===== config.mk =====
export PLATFORM = sky130hd
export DESIGN_NAME = uart_rx
export DESIGN_NICKNAME = d
export VERILOG_FILES = /design/src/rtl/uart_rx.sv
export SDC_FILE = /design/constraint.sdc
export NUM_CORES = 1
export LEC_CHECK = 0
export ABC_AREA = 1
export CAP_MARGIN = 25
export CORE_MARGIN = 1
export CORE_UTILIZATION = 25
export CTS_CLUSTER_SIZE = 12
export DETAILED_ROUTE_END_ITERATION = 8
export SLEW_MARGIN = 25
export SYNTH_ARGS = -nofsm -noshare
export SYNTH_HDL_FRONTEND = slang
export SYNTH_SLANG_ARGS = --single-unit

===== constraint.sdc =====
create_clock -name clock -period 1.5 [get_ports clock]
set_input_delay 0.225 -clock clock [delete_from_list [all_inputs] [get_ports clock]]
set_output_delay 0.225 -clock clock [all_outputs]
set_load 0.02 [all_outputs]

===== src/rtl/uart_rx.sv =====
// UART receiver: oversampled, 2-flop synchronised serial input, 8N1-style
// framing (start, DATA_WIDTH data bits LSB first, one stop bit, no parity).
// Delivers each good word with a one-cycle rx_done strobe and flags bad stop
// bits with a one-cycle frame_err strobe.
module uart_rx #(
  parameter int DATA_WIDTH = 8,
  parameter int OVERSAMPLE = 16
) (
  input  logic                  clock,
  input  logic                  reset,
  input  logic                  rx,
  input  logic                  baud_tick,
  output logic [DATA_WIDTH-1:0] data_out,
  output logic                  rx_done,
  output logic                  frame_err,
  output logic                  rx_busy
);

  localparam int TW = (OVERSAMPLE > 1) ? $clog2(OVERSAMPLE) : 1;
  localparam int BW = (DATA_WIDTH > 1) ? $clog2(DATA_WIDTH) : 1;

  localparam logic [TW-1:0] HALF_LAST = TW'(OVERSAMPLE / 2 - 1);
  localparam logic [TW-1:0] TICK_LAST = TW'(OVERSAMPLE - 1);
  localparam logic [BW-1:0] BIT_LAST  = BW'(DATA_WIDTH - 1);

  typedef enum logic [1:0] {
    IDLE,
    START,
    DATA,
    STOP
  } state_t;

  state_t                  state;
  logic                    rx_meta;
  logic                    rx_s;
  logic [TW-1:0]           tick_cnt;
  logic [BW-1:0]           bit_cnt;
  logic [DATA_WIDTH-1:0]   shreg;

  // Two-flop synchroniser; resets to the idle (high) line level so a reset
  // never looks like a start bit.
  always_ff @(posedge clock) begin
    if (reset) begin
      rx_meta <= 1'b1;
      rx_s    <= 1'b1;
    end else begin
      rx_meta <= rx;
      rx_s    <= rx_meta;
    end
  end

  // Receive FSM with registered outputs; strobes default low every cycle and
  // rx_busy is updated together with every state change so it tracks state.
  always_ff @(posedge clock) begin
    if (reset) begin
      state     <= IDLE;
      tick_cnt  <= '0;
      bit_cnt   <= '0;
      shreg     <= '0;
      data_out  <= '0;
      rx_done   <= 1'b0;
      frame_err <= 1'b0;
      rx_busy   <= 1'b0;
    end else begin
      rx_done   <= 1'b0;
      frame_err <= 1'b0;
      case (state)
        IDLE: begin
          if (!rx_s) begin
            state    <= START;
            tick_cnt <= '0;
            bit_cnt  <= '0;
            rx_busy  <= 1'b1;
          end
        end

        START: begin
          if (baud_tick) begin
            if (tick_cnt == HALF_LAST) begin
              tick_cnt <= '0;
              if (!rx_s) begin
                state <= DATA;
              end else begin
                state   <= IDLE;
                rx_busy <= 1'b0;
              end
            end else begin
              tick_cnt <= tick_cnt + 1'b1;
            end
          end
        end

        DATA: begin
          if (baud_tick) begin
            if (tick_cnt == TICK_LAST) begin
              tick_cnt <= '0;
              shreg    <= {rx_s, shreg[DATA_WIDTH-1:1]};
              if (bit_cnt == BIT_LAST) begin
                bit_cnt <= '0;
                state   <= STOP;
              end else begin
                bit_cnt <= bit_cnt + 1'b1;
              end
            end else begin
              tick_cnt <= tick_cnt + 1'b1;
            end
          end
        end

        STOP: begin
          if (baud_tick) begin
            if (tick_cnt == TICK_LAST) begin
              tick_cnt <= '0;
              state    <= IDLE;
              rx_busy  <= 1'b0;
              if (rx_s) begin
                data_out <= shreg;
                rx_done  <= 1'b1;
              end else begin
                frame_err <= 1'b1;
              end
            end else begin
              tick_cnt <= tick_cnt + 1'b1;
            end
          end
        end

        default: begin
          state    <= IDLE;
          tick_cnt <= '0;
          bit_cnt  <= '0;
          rx_busy  <= 1'b0;
        end
      endcase
    end
  end

endmodule


==> flow_summary.json <==
{
  "status": "finished clean",
  "crit_type": "reg -> out",
  "drive_gt1_share_pct": 18.2,
  "grt_max_degree": 13,
  "p_leak_nw": 0.788,
  "crit_family": "buffers and inverters",
  "netlist_area_mm2": 0.00134,
  "worstMarginPinSlew_ps": 342,
  "wire_per_inst_um": 9.54,
  "period_needed_ps": 1440,
  "ys_types": 27,
  "crit_fanout": 2,
  "synthArstFlopShare_pct": 0,
  "routabilityCongestion": 0.826,
  "wl_um": 2560,
  "tns_ps": 0,
  "grt_use_total_pct": 10.0,
  "synth_top_area_share_pct": 45.0,
  "die_w_um": 75.1,
  "cts_setup_buffers": 0,
  "layout.nets": 204,
  "rsz0062_at_grt": "false",
  "numCtsBuffers": 5,
  "avgSynthCellArea_um2": 7.72,
  "drt-vias-per-instance": 4.12,
  "cts_tree": "done",
  "powerDensity_mw_per_mm2": 987,
  "crit_path_start_kind": "flip-flop",
  "start_util_pct": 26.0,
  "crit_chain": "clkdlybuf4s50_1",
  "hold_violations": 0,
  "drv_slew": 0,
  "worst_path_largest_cell_delay_ps": 600,
  "crit_buf_inv": 1,
  "gr-total-overflow": 0,
  "synth-edff-count": 0,
  "p_total_mw": 1.69,
  "critPathCaptureType": "primary output",
  "grt_pass1_wl_um": 4100,
  "drc": 0,
  "vias": 1105,
  "drtIter0Drc": 40,
  "dieArea_mm2": 0.00564,
  "yosys.area.top_type": "dfxtp_1",
  "path_clk_slew_ps": 70,
  "synth_flop_cell": "dfxtp_1",
  "skew_ps": 5.97,
  "core_mm2": 0.00514,
  "antenna_found_initial": 0,
  "finalCritPeriodShare_pct": 96.2,
  "clockBufferDepth": 2,
  "cts_sinks": 30,
  "finalWorstSetupSlack_ps": 57.6,
  "synthCells": 173,
  "firstDrtPassIters": 4,
  "cp.required_ps": 1270,
  "ys_seq_elements": 30,
  "r2r_slack_ps": 150,
  "yosys_warnings": 0,
  "holdBufCountCts": 0,
  "fmax_mhz": 693,
  "ys_top_cells_by_area": "dfxtp_1, nor2_1, nand2_1",
  "critPathSlowestCell": "clkdlybuf4s50_1",
  "seq_area_frac_synth_pct": 45.0,
  "grt_pass1_vias": 936,
  "pre_cts_slack_ps": -43.8,
  "setup_viol": 0,
  "ios": 15,
  "min_path_type": "reg -> reg",
  "drv_cap": 0,
  "antennaDiodeCount": 0,
  "die_h_um": 75.1,
  "ant_nets": 0,
  "clk-insertion-delay-late_ps": 280,
  "synth_nets": 180,
  "relSlewSlack_pct": 77.1,
  "io_buffers": 14,
  "irDropWorstVdd_mv": 0.540,
  "h-tree-depth": 2,
  "fillCellCount": 575,
  "cts_resized": 0,
  "arrival_ps": 1220,
  "timing.hold.ws_ps": 412,
  "hpwl_um": 1850,
  "root_buffer": "clkbuf_8",
  "num_rows": 26,
  "area_growth_syn_to_layout_pct": 28.1
}
layer usage:
metal,part of all wire [%],GRT usage (%),vias up
li1,-,-,597
met4,1.4,3.77,0
met5,0,0,-
met2,41,14.7,19
met1,51,12.5,484
met3,6.6,5.09,5
kinds of logic after synthesis:
logic type	Yosys count	share of synthesized area (%)
flops	30	45.0
fa+ha+maj	3	2.81
compound gates	38	15.0
buf+inv	27	8.90
simple gates	74	27.6
xor+xnor	1	0.656
worst register-to-register path: cells and delay by family, from the launching register on:
kind | cells | cell delay (ps)
and+or+nand+nor | 5 | 540
DFF | 1 | 370
adders and majority gates | 1 | 170
AOI/OAI and AO/OA | 1 | 110
buffers and inverters | 1 | 50
layout by cell type (no fill, tap or decap), types with 5 or more instances in the layout:
master	instances
dfxtp_1	28
nor2_1	27
nand2_1	27
inv_1	20
o21ai_0	20
a21oi_1	15
clkdlybuf4s50_1	10
buf_4	7
clkbuf_8	6
nand3_1	5
where the power goes:
group | total, mW | switching, mW | internal [mW]
Combinational | 0.164 | 0.0945 | 0.0695
Sequential | 0.840 | 0.0257 | 0.815
Clock | 0.685 | 0.316 | 0.368
Total | 1.69 | 0.437 | 1.25
worst paths after layout:
path                       startpoint  depth (start not counted)                 endpoint
min reg2reg        rx_meta$_SDFF_PP1_                          1          rx_s$_SDFF_PP1_
max reg2reg  tick_cnt[0]$_SDFFE_PP0P_                          8  bit_cnt[2]$_SDFFE_PP0P_
max          data_out[7]$_SDFFE_PP0P_                          1              data_out[7]
min                rx_meta$_SDFF_PP1_                          1          rx_s$_SDFF_PP1_
metrics by stage:
| stage | cell area, um2 | cells | util, % |
|---|---|---|---|
| 2_1_floorplan | 1340 | 173 | - |
| 3_3_place_gp | 1590 | 260 | 30.9 |
| 3_5_place_dp | 1590 | 260 | 30.9 |
| 4_1_cts | 1680 | 268 | 32.7 |
| 5_1_grt | 1710 | 268 | 33.3 |
| 6_report | 1710 | 268 | 33.3 |
Yosys cell counts, types with 2 or more instances:
library cell,count
nor2_2,3
ha_1,3
nor2_1,28
o21ai_0,20
inv_1,20
nand2_4,2
inv_2,2
nand3_4,2
a21oi_1,15
nand2_1,27
or2_2,2
nand3_1,5
dfxtp_1,30
area by class of cell:
cell class / count / area (um2) / share of cell area (%)
inverters: 23 / 91.3 / 5.34
well taps: 70 / 87.6 / 5.12
multi-input cells: 116 / 631 / 36.9
flip-flops and latches: 30 / 603 / 35.3
repair buffers: 21 / 203 / 11.9
clock buffers: 6 / 82.6 / 4.83
clock inverters: 2 / 12.5 / 0.732
flip-flops by register name, summed over array words and instances, names as in the netlist, named ones only:
name	cells
frame_err	1
state	1
rx_done	1
tick_cnt	4
bit_cnt	3
shreg	8
data_out	8
rx_meta	1
rx_busy	1
rx_s	1
Note: power is estimated with default switching activity, not from simulation.
